--- src/rtl/ret_addr_stack.sv ---
// Return-address stack for the 16-bit pipelined core: pushes on CALL in EX,
// pops on RET in EX, and presents the RET target combinationally.

`ifndef CALL
`define CALL 4'hC
`endif
`ifndef RET
`define RET 4'hD
`endif

module ret_addr_stack #(
    parameter int          DEPTH   = 8,
    parameter logic [15:0] RET_OFS = 16'd2
) (
    input  logic                       clk,
    input  logic                       rst_n,
    input  logic [15:0]                ex_instr,
    input  logic [15:0]                ex_pc,
    input  logic                       ex_valid,
    input  logic                       stall,
    output logic [15:0]                ret_pc,
    output logic                       empty,
    output logic                       full,
    output logic [$clog2(DEPTH+1)-1:0] count,
    output logic                       overflow,
    output logic                       underflow
);

    localparam int SPW = $clog2(DEPTH);
    localparam int CW  = $clog2(DEPTH + 1);
    localparam logic [CW-1:0]  CNT_MAX  = CW'(DEPTH);
    localparam logic [CW-1:0]  CNT_ZERO = '0;
    localparam logic [SPW-1:0] SP_ONE   = SPW'(1);

    logic [15:0]    r_mem [DEPTH];
    logic [SPW-1:0] r_sp;
    logic [CW-1:0]  r_count;
    logic           r_overflow;
    logic           r_underflow;

    logic [3:0]     w_opcode;
    logic           w_push;
    logic           w_pop;
    logic           w_nonempty;
    logic           w_full;
    logic [SPW-1:0] w_top_idx;
    logic [15:0]    w_ret_addr;

    assign w_opcode   = ex_instr[15:12];
    assign w_push     = ex_valid & ~stall & (w_opcode == `CALL);
    assign w_pop      = ex_valid & ~stall & (w_opcode == `RET);
    assign w_nonempty = (r_count != CNT_ZERO);
    assign w_full     = (r_count == CNT_MAX);
    assign w_top_idx  = r_sp - SP_ONE;
    assign w_ret_addr = ex_pc + RET_OFS;

    // Storage is never cleared; reset only suppresses a coincident push.
    always_ff @(posedge clk) begin
        if (rst_n && w_push) begin
            r_mem[r_sp] <= w_ret_addr;
        end
    end

    // Pointer, occupancy and sticky error flags.
    always_ff @(posedge clk) begin
        if (!rst_n) begin
            r_sp        <= '0;
            r_count     <= '0;
            r_overflow  <= 1'b0;
            r_underflow <= 1'b0;
        end else if (w_push) begin
            r_sp <= r_sp + SP_ONE;
            if (w_full) begin
                r_overflow <= 1'b1;
            end else begin
                r_count <= r_count + CW'(1);
            end
        end else if (w_pop) begin
            if (w_nonempty) begin
                r_sp    <= r_sp - SP_ONE;
                r_count <= r_count - CW'(1);
            end else begin
                r_underflow <= 1'b1;
            end
        end else begin
            r_sp <= r_sp;
        end
    end

    // Pre-pop top of stack drives the next-PC mux in the RET cycle itself.
    always_comb begin
        ret_pc = 16'h0000;
        if (w_nonempty) begin
            ret_pc = r_mem[w_top_idx];
        end else begin
            ret_pc = 16'h0000;
        end
    end

    assign empty     = ~w_nonempty;
    assign full      = w_full;
    assign count     = r_count;
    assign overflow  = r_overflow;
    assign underflow = r_underflow;

endmodule

--- config.mk ---
export PLATFORM = sky130hd
export DESIGN_NAME = ret_addr_stack
export DESIGN_NICKNAME = d
export VERILOG_FILES = /design/src/rtl/ret_addr_stack.sv
export SDC_FILE = /design/constraint.sdc
export NUM_CORES = 1
export LEC_CHECK = 0
export BUFFER_PORTS_ARGS = -buffer_cell sky130_fd_sc_hd__clkbuf_2
export CAP_MARGIN = 20
export CORE_MARGIN = 2
export CORE_UTILIZATION = 30
export DETAILED_ROUTE_END_ITERATION = 7
export PLACE_DENSITY = 0.47
export SLEW_MARGIN = 20
export SYNTH_ARGS = -nofsm -noshare
export SYNTH_HDL_FRONTEND = slang
export SYNTH_SLANG_ARGS = --single-unit
--- constraint.sdc ---
create_clock -name clk -period 2.4 [get_ports clk]
set_input_delay 0.12 -clock clk [delete_from_list [all_inputs] [get_ports clk]]
set_output_delay 0.12 -clock clk [all_outputs]
set_load 0.02 [all_outputs]
After elaboration in Yosys (flattened, before gate mapping):

Memories as Yosys holds them, arrays and structs flattened.
Cells that the tools add are included.
Widths: inputs -> output; s select.

* bits in registers: 9
* bits in writable memories: 128
* input bits: 36
* output and inout port bits: 24
* memories: 1

* add/sub/neg operators: 5
* eq/ne operators: 4
* muxes and demuxes: 10
* bitwise gates (word level): 6
* reduce and logical (&&, ||, !) cells: 8

Memory list
* r_mem: depth 8, bits a word 16, rd ports 1, clocked after Yosys merged registers in 0, write ports 1, RTL line 35 `logic [15:0] r_mem [DEPTH];`

Operators by type and width (count)
* $add 16x2->16 const B: 1
* $mux 16: 1
* $mux 4: 4
* $eq 4x4->1 const B: 3
* $mux 3: 3
* $reduce_and 3->1: 2
* $add 4x1->4 const B: 1
* $reduce_and 2->1: 2
* $reduce_bool 2->1: 2
* $reduce_bool 4->1: 1
* $sub 4x1->4 const B: 1
* $add 3x1->3 const B: 1
* $and 1x1->1: 3
* $not 1->1: 3
* $sub 3x1->3 const B: 1
* $mux 1: 2
* $ne 2x2->1 const B: 1
* $logic_and 1x1->1: 1

Longest topological paths before layout:

Gate-level depths: netlist of run 1.

* word-level depth: 6
* gate-level depth with buffers: 9
* mapped depth without buffers: 8

Worst setup path before layout of run 1:

No wires, ideal clock.

* kind: input to register
* start point: input ex_instr[12]
* end point: memory r_mem[1][0] (enable)
* setup time: 0.409 ns
* data arrival time: 1.991 ns
* setup slack: 0.000 ns
* stages on the path: 4
* buffers on the path: 0
* cells stage by stage: or2_0 -> nor2_1 -> nand3_1 -> nor3_1

* longest elaborated chain between the ends: 5

RTL lines
* from (decl): RTL line 17 `input logic [15:0] ex_instr,`
* $eq 4x4->1 (no source line)
* $and 1x1->1: RTL line 50 `` assign w_push = ex_valid & ~stall & (w_opcode == `CALL); ``
* $logic_and 1x1->1: RTL line 59 `if (rst_n && w_push) begin`
* $mux 1: RTL line 59
* $mux 1 (implied by the code): RTL line 60 `r_mem[r_sp] <= w_ret_addr;`
* to (decl): RTL line 35

Every way passes these cells.

Worst setup path in the final report of run 1:

* start point: register r_sp[0]
* end point: output ret_pc[12]

* longest elaborated chain between the ends: 3

RTL lines
* from (decl): RTL line 36 `logic [SPW-1:0] r_sp;`
* from (signal assigned): RTL line 72 `r_sp <= r_sp + SP_ONE;`
* from (signal assigned): RTL line 80 `r_sp <= r_sp - SP_ONE;`
* from (signal assigned): RTL line 86 `r_sp <= r_sp;`
* $sub 3x1->3: RTL line 54 `assign w_top_idx = r_sp - SP_ONE;`
* $mem_v2 8x16
* $mux 16: RTL line 93 `if (w_nonempty) begin`
* to (decl): RTL line 21 `output logic [15:0] ret_pc,`

Every way passes these cells.

==> results of run 1 <==
[area by class of cell]
type                    instances  area (sq um)
fillers                      1761         11740
flip-flops and latches        137          4025
multi-input cells             183          1645
repair buffers                 68         457.9
clock buffers                  18         429.2
well taps                     234         292.8
clock inverters                14         161.4
inverters                       5         18.77
[sequential cells by signal, summed over array words and instances (netlist names)]
register   count
r_mem        128
count          4
r_sp           3
overflow       1
underflow      1
[worst max-delay path, cell delays in order, from the launching register on]
cell and delay (ns):
dfxtp_2 0.35, inv_1 0.07, ha_1 0.35, buf_12 0.22
mux4_2 0.20, nand2_1 0.05, a21oi_1 0.23, clkbuf_2 0.22
[path summary, 6_finish.rpt]
path | end | start
worst max-delay path | ret_pc[12] | r_sp[0]$_SDFFE_PN0P_
worst min-delay path | underflow$_SDFFE_PN0P_ | ex_instr[12]
worst max register to register | count[2]$_SDFFE_PN0P_ | count[1]$_SDFFE_PN0P_
worst min register to register | underflow$_SDFFE_PN0P_ | underflow$_SDFFE_PN0P_
[where the power goes]
| group | internal, W | switching (W) | leakage, nW | total [W] |
|---|---|---|---|---|
| registers | 0.00262 | 0.00000394 | 1.22 | 0.00262 |
| clock network | 0.00156 | 0.00104 | 0.278 | 0.00260 |
| logic | 0.0000764 | 0.000136 | 0.835 | 0.000212 |
| total | 0.00425 | 0.00118 | 2.34 | 0.00544 |
[cells in the final DEF, fill, tap and decap left out, types with 2 or more instances in the layout]
cell type and instances:
buf_12 5, inv_8 2, nand3_1 13, bufinv_16 2, nor2_1 13, and4_1 2
xor2_1 4, nor3_2 2, a31oi_1 2, inv_6 4, nand2_1 43, clkbuf_16 17
ha_1 5, nand2b_1 3, nand3b_1 2, mux4_2 32, clkinvlp_4 4, nor3_1 3
xnor2_1 13, edfxtp_1 128, clkbuf_2 47, nand4_1 2, a21oi_1 21, o21ai_0 3
buf_4 15, inv_1 5, and3_1 3, dfxtp_1 8
[metal layers]
layer / up-vias / share of wire (%)
met4: 0 / 0.79
met3: 7 / 3.7
li1: 1477 / -
met1: 1645 / 48
met5: - / 0
met2: 62 / 48
[cell families after synthesis]
group | count (synthesis) | share of synthesized area [%]
adders and majority gates | 5 | 1.088
xor gates and xnor gates | 18 | 2.741
buffers and inverters | 20 | 1.871
DFF | 137 | 69.97
muxes | 33 | 12.71
and+or+nand+nor | 94 | 8.181
AOI/OAI and AO/OA | 33 | 3.438
[through the flow]
| stage | instances | instance area (sq um) | hold slack (ns) | total power (W) | setup slack (ns) |
|---|---|---|---|---|---|
| CTS | 659 | 7023 | 0.02919 | 0.005494 | 0.06179 |
| floorplan | 340 | 5756 | 0.2189 | 0.002791 | 0.002204 |
| finish | 659 | 7030 | 0.04638 | 0.005436 | 0.1680 |
| detailed placement | 626 | 6422 | 0.3963 | 0.002889 | 0.2574 |
| global route | 659 | 7030 | 0.07559 | 0.005608 | 0.05333 |
| global placement | 626 | 6422 | 0.4037 | 0.002884 | 0.3046 |
[timing repair]
action	in CTS	in global routing
setup endpoints to repair	0	1
hold endpoints to repair	8	0
gates resized for setup	0	1
hold buffers	1	0
==> out/results.txt, run 1 <==
Max Cap Viol: 0
Initial Util: 30.64%
TritonCTS Buffers: 17
Leak: 2.336 nW
DRT Pass-1 Iters: 4
final hold vios: 0
PwrDens: 773.2 nW/um^2
Worst-Margin Slew: 0.6824 ns
syn nets: 381
#FFs+latches synth: 137
ant diodes: 0
1st-iter DRT viols: 176
cell area after synthesis: 5751 sq um
Slew Viols, Final: 0
post-CTS setup buffer count: 0
DR WL/cell: 19.86 um
later-pin clock latency in the skew report: 0.42 ns
Avg Cell Area, Syn: 16.91 sq um
first-pass GRT wire length: 20120 um
largest net degree at the start of global routing: 36
clk buf depth: 2
WP data required: 2.28 ns
R2R depth: 6
max_slew headroom: 54.18%
Hold WC Path Type: primary input to flop
Min Clock Period, post-route: 2.232 ns
FP Rows: 50
Warnings, synthesis: 0
H-Tree Depth: 4
post-synth top area cell: edfxtp_1
# IOs: 60
Avg Vias per Cell: 4.842
final-report setup violation count: 0
Max Clock Freq: 448.0 MHz
via count: 3191
Reg clk slew, reported paths: 0.06 ns
met3 GRT Util: 3.668%
TritonCTS Sinks: 137
clk_skew: 0.01026 ns
EDFF count, synth: 128
die area: 20290 sq um
Synth area leaders: edfxtp_1, mux4_2, dfxtp_1
antenna violations before repair: 0
Synth top area share: 66.84%
worst setup path class: flop to output pin
total track usage: 13.69%
Hold Path Stages: 3
GRT Max-Usage Layer: met2
Tcrit/Tclk final: 93.00%
Peak VDD IR: 0.0005949 V
Startpoint Class: flop
Die W: 142.5 um
Core Area: 18770 sq um
fin nets: 453
clock root buffer master: clkbuf_16
layout cells sized above 1: 32.94%
worst path arrival time: 2.11 ns
top post-synthesis cells by count: edfxtp_1, nand2_1, mux4_2
port bufs: 47
Top FF cell, synth: edfxtp_1
M2 GR Usage: 21.41%
Placer Congestion: 0.7016
global route overflow: 0
CTS tree: yes
Die H: 142.5 um
Critical Path End Type: output pin
Async S/R FF share, synth: 0%
outcome: finished, final reports clean
CP Max Fanout: 23
Post-DP HPWL: 7703 um
final core occ: 37.46%
R2R Setup Slk: 0.62 ns
vias in the first global route: 3339
Total Wirelength: 13090 um
most numerous cell in the Yosys netlist: edfxtp_1
met1 usage: 18.93%
cell count after synthesis: 340
TNS Setup: 0 ns
post-synthesis cell type count: 39
register area share after synthesis: 69.97%
layout overhead on the synthesized area: 22.26%
drt drc: 0
RSZ-0062 raised after global routing: false
Post-DRT Antenna Nets: 0
No activity file was read; power rests on OpenSTA's default activity.
==> run 2: changes to the inputs <==
PLACE_DENSITY = not set   (was 0.47)
PLACE_DENSITY_LB_ADDON = 0.12   (was not set)
==> run 2 against run 1 <==
Hold slack worse by 0.0085 ns. Register-to-register slack got worse by 0.13 ns. Sequential share of layout area down 0.65 points. Die area stayed put. Core utilization increased by 0.43 points. Critical path type unchanged. Highest routed layer unchanged.
==> out/results.txt, run 2 (same netlist as run 1, synthesis figures left out) <==
Die W: 142.5 um (unchanged)
DRT Pass-1 Iters: 4 (unchanged)
port bufs: 47 (unchanged)
slowest CP cell: ha_2 (was dfxtp_2)
H-Tree Depth: 4 (unchanged)
Max Cap Viol: 0 (unchanged)
via count: 3227 (was 3191)
outcome: finished, final reports clean (unchanged)
FF+latch area: 4025 sq um (unchanged)
FP Rows: 50 (unchanged)
1st-iter DRT viols: 237 (was 176)
Min Clock Period, post-route: 2.255 ns (was 2.232 ns)
max_slew headroom: 50.50% (was 54.18%)
first-pass GRT wire length: 20490 um (was 20120 um)
TNS Setup: 0 ns (unchanged)
Avg Vias per Cell: 4.882 (was 4.842)
CTS tree: yes (unchanged)
vias in the first global route: 3398 (was 3339)
most frequent cells in the layout: edfxtp_1, clkbuf_2, nand2_1 (unchanged)
Reg clk slew, reported paths: 0.06 ns (about the same)
final-report setup violation count: 0 (unchanged)
CP Max Fanout: 28 (was 23)
TritonCTS Buffers: 17 (unchanged)
hold_ws: 0.03790 ns (was 0.04638 ns)
TritonCTS Sinks: 137 (unchanged)
Largest register FFs: 128 (unchanged)
layout cells sized above 1: 32.79% (was 32.94%)
post-CTS setup buffer count: 0 (unchanged)
# IOs: 60 (unchanged)
final hold vios: 0 (unchanged)
worst path arrival time: 2.14 ns (was 2.11 ns)
Filler Cell Count: 1766 (was 1761)
Leak: 2.384 nW (was 2.336 nW)
Max Clock Freq: 443.4 MHz (was 448.0 MHz)
Initial Util: 30.64% (unchanged)
Total Wirelength: 13380 um (was 13090 um)
end of the critical path: ret_pc[4] (was ret_pc[12])
ant diodes: 0 (unchanged)
Post-DP HPWL: 8220 um (was 7703 um)
antenna violations before repair: 0 (unchanged)
Die H: 142.5 um (unchanged)
clock root buffer master: clkbuf_16 (unchanged)
Core Area: 18770 sq um (unchanged)
Peak VDD IR: 0.0005038 V (was 0.0005949 V)
die area: 20290 sq um (unchanged)
global route overflow: 0 (unchanged)
Setup crit start: r_sp[0]$_SDFFE_PN0P_ (unchanged)
R2R Setup Slk: 0.49 ns (was 0.62 ns)
largest net degree at the start of global routing: 36 (unchanged)
Worst-Margin Slew: 0.7373 ns (was 0.6824 ns)
R2R depth: 5 (was 6)
overall power: 0.005751 W (was 0.005436 W)
total track usage: 14.07% (was 13.69%)
fin nets: 455 (was 453)
WP data required: 2.28 ns (about the same)
Slew Viols, Final: 0 (unchanged)
Tcrit/Tclk final: 93.97% (was 93.00%)
final core occ: 37.89% (was 37.46%)
slowest stage delay, CP: 0.36 ns (was 0.35 ns)
Startpoint Class: flop (unchanged)
area of the multi-input gates: 1659 sq um (was 1645 sq um)
drt drc: 0 (unchanged)
Critical Path End Type: output pin (unchanged)
RSZ-0062 raised after global routing: false (unchanged)
Hold WC Path Type: primary input to flop (unchanged)
layout overhead on the synthesized area: 23.67% (was 22.26%)
later-pin clock latency in the skew report: 0.42 ns (about the same)
worst setup path class: flop to output pin (unchanged)
Post-DRT Antenna Nets: 0 (unchanged)
DR WL/cell: 20.24 um (was 19.86 um)
clk_skew: 0.01124 ns (was 0.01026 ns)
Crit Reg-Reg Endpoint: count[3]$_SDFFE_PN0P_ (was count[2]$_SDFFE_PN0P_)
R2R Path Start: count[0]$_SDFFE_PN0P_ (was count[1]$_SDFFE_PN0P_)
Critical Path, Cell by Cell: inv_1, ha_2, buf_12, mux4_2, nand2_1, a21oi_1, clkbuf_2 (was inv_1, ha_1, buf_12, mux4_2, nand2_1, a21oi_1, clkbuf_2)
clk buf depth: 2 (unchanged)
Top reg by flops: r_mem (unchanged)
Placer Congestion: 0.7071 (was 0.7016)
commonest non-fill, non-tap cell in the layout: edfxtp_1 (unchanged)
PwrDens: 808.7 nW/um^2 (was 773.2 nW/um^2)
[run 2: cell types whose count changed in the layout (fill, tap and decap cells not counted), sizes merged]
cell      delta
inv          -5
bufinv       +4
clkinv       +4
clkinvlp     -3
buf          +2
[run 2: worst min-delay path by stage]
stage	start	end	slack, ns	cells after the start
CTS	ex_instr[12]	underflow$_SDFFE_PN0P_	0.01	3
floorplan	ex_pc[0]	r_mem[0][0]$_DFFE_PP_	0.22	0
global placement	ex_pc[0]	r_mem[5][0]$_DFFE_PP_	0.41	1
detailed placement	ex_pc[0]	r_mem[7][0]$_DFFE_PP_	0.41	1
finish	ex_instr[12]	underflow$_SDFFE_PN0P_	0.04	3
global route	ex_instr[12]	underflow$_SDFFE_PN0P_	0.07	3
[run 2: critical path: cells and delay by family (launching register included)]
family / cells / cell delay, ns
compound gates: 1 / 0.21
fa+ha+maj: 1 / 0.36
simple gates: 1 / 0.06
mux: 1 / 0.23
buf+inv: 3 / 0.50
flops: 1 / 0.35
[run 2: power by group]
part	leakage [nW]	internal [W]	switching, W
Combinational	0.844	0.0000754	0.000136
Clock	0.317	0.00194	0.000978
Sequential	1.22	0.00262	0.00000392
[run 2: stage by stage]
| stage | setup slack [ns] | instance area, sq um | std cells |
|---|---|---|---|
| after floorplan | 0.002204 | 5756 | 340 |
| after global placement | 0.3293 | 6432 | 628 |
| after detailed placement | 0.3293 | 6432 | 628 |
| after CTS | 0.002091 | 7098 | 661 |
| after global routing | 0.01211 | 7112 | 661 |
| final | 0.1448 | 7112 | 661 |
[run 2: final cells by class]
class,instances,area share (%)
repair buffers,70,6.474
clock buffers,18,6.034
flip-flops and latches,137,56.60
multi-input cells,183,23.33
inverters,5,0.2639
well taps,234,4.117
clock inverters,14,3.184
[run 2: timing repair]
action                                  in CTS  in global routing
gates resized for setup                      0                  2
hold buffers                                 1                  0
hold endpoints to repair                     8                  0
endpoints found under the setup margin       0                  9
[run 2: per-layer routing]
| layer | up-vias | share of wire, % | track usage [%] |
|---|---|---|---|
| met5 | - | 0 | 0 |
| met4 | 0 | 1.4 | 5.003 |
| met3 | 13 | 2.7 | 3.264 |
| met2 | 50 | 49 | 22.93 |
| met1 | 1681 | 47 | 18.49 |
| li1 | 1483 | - | - |
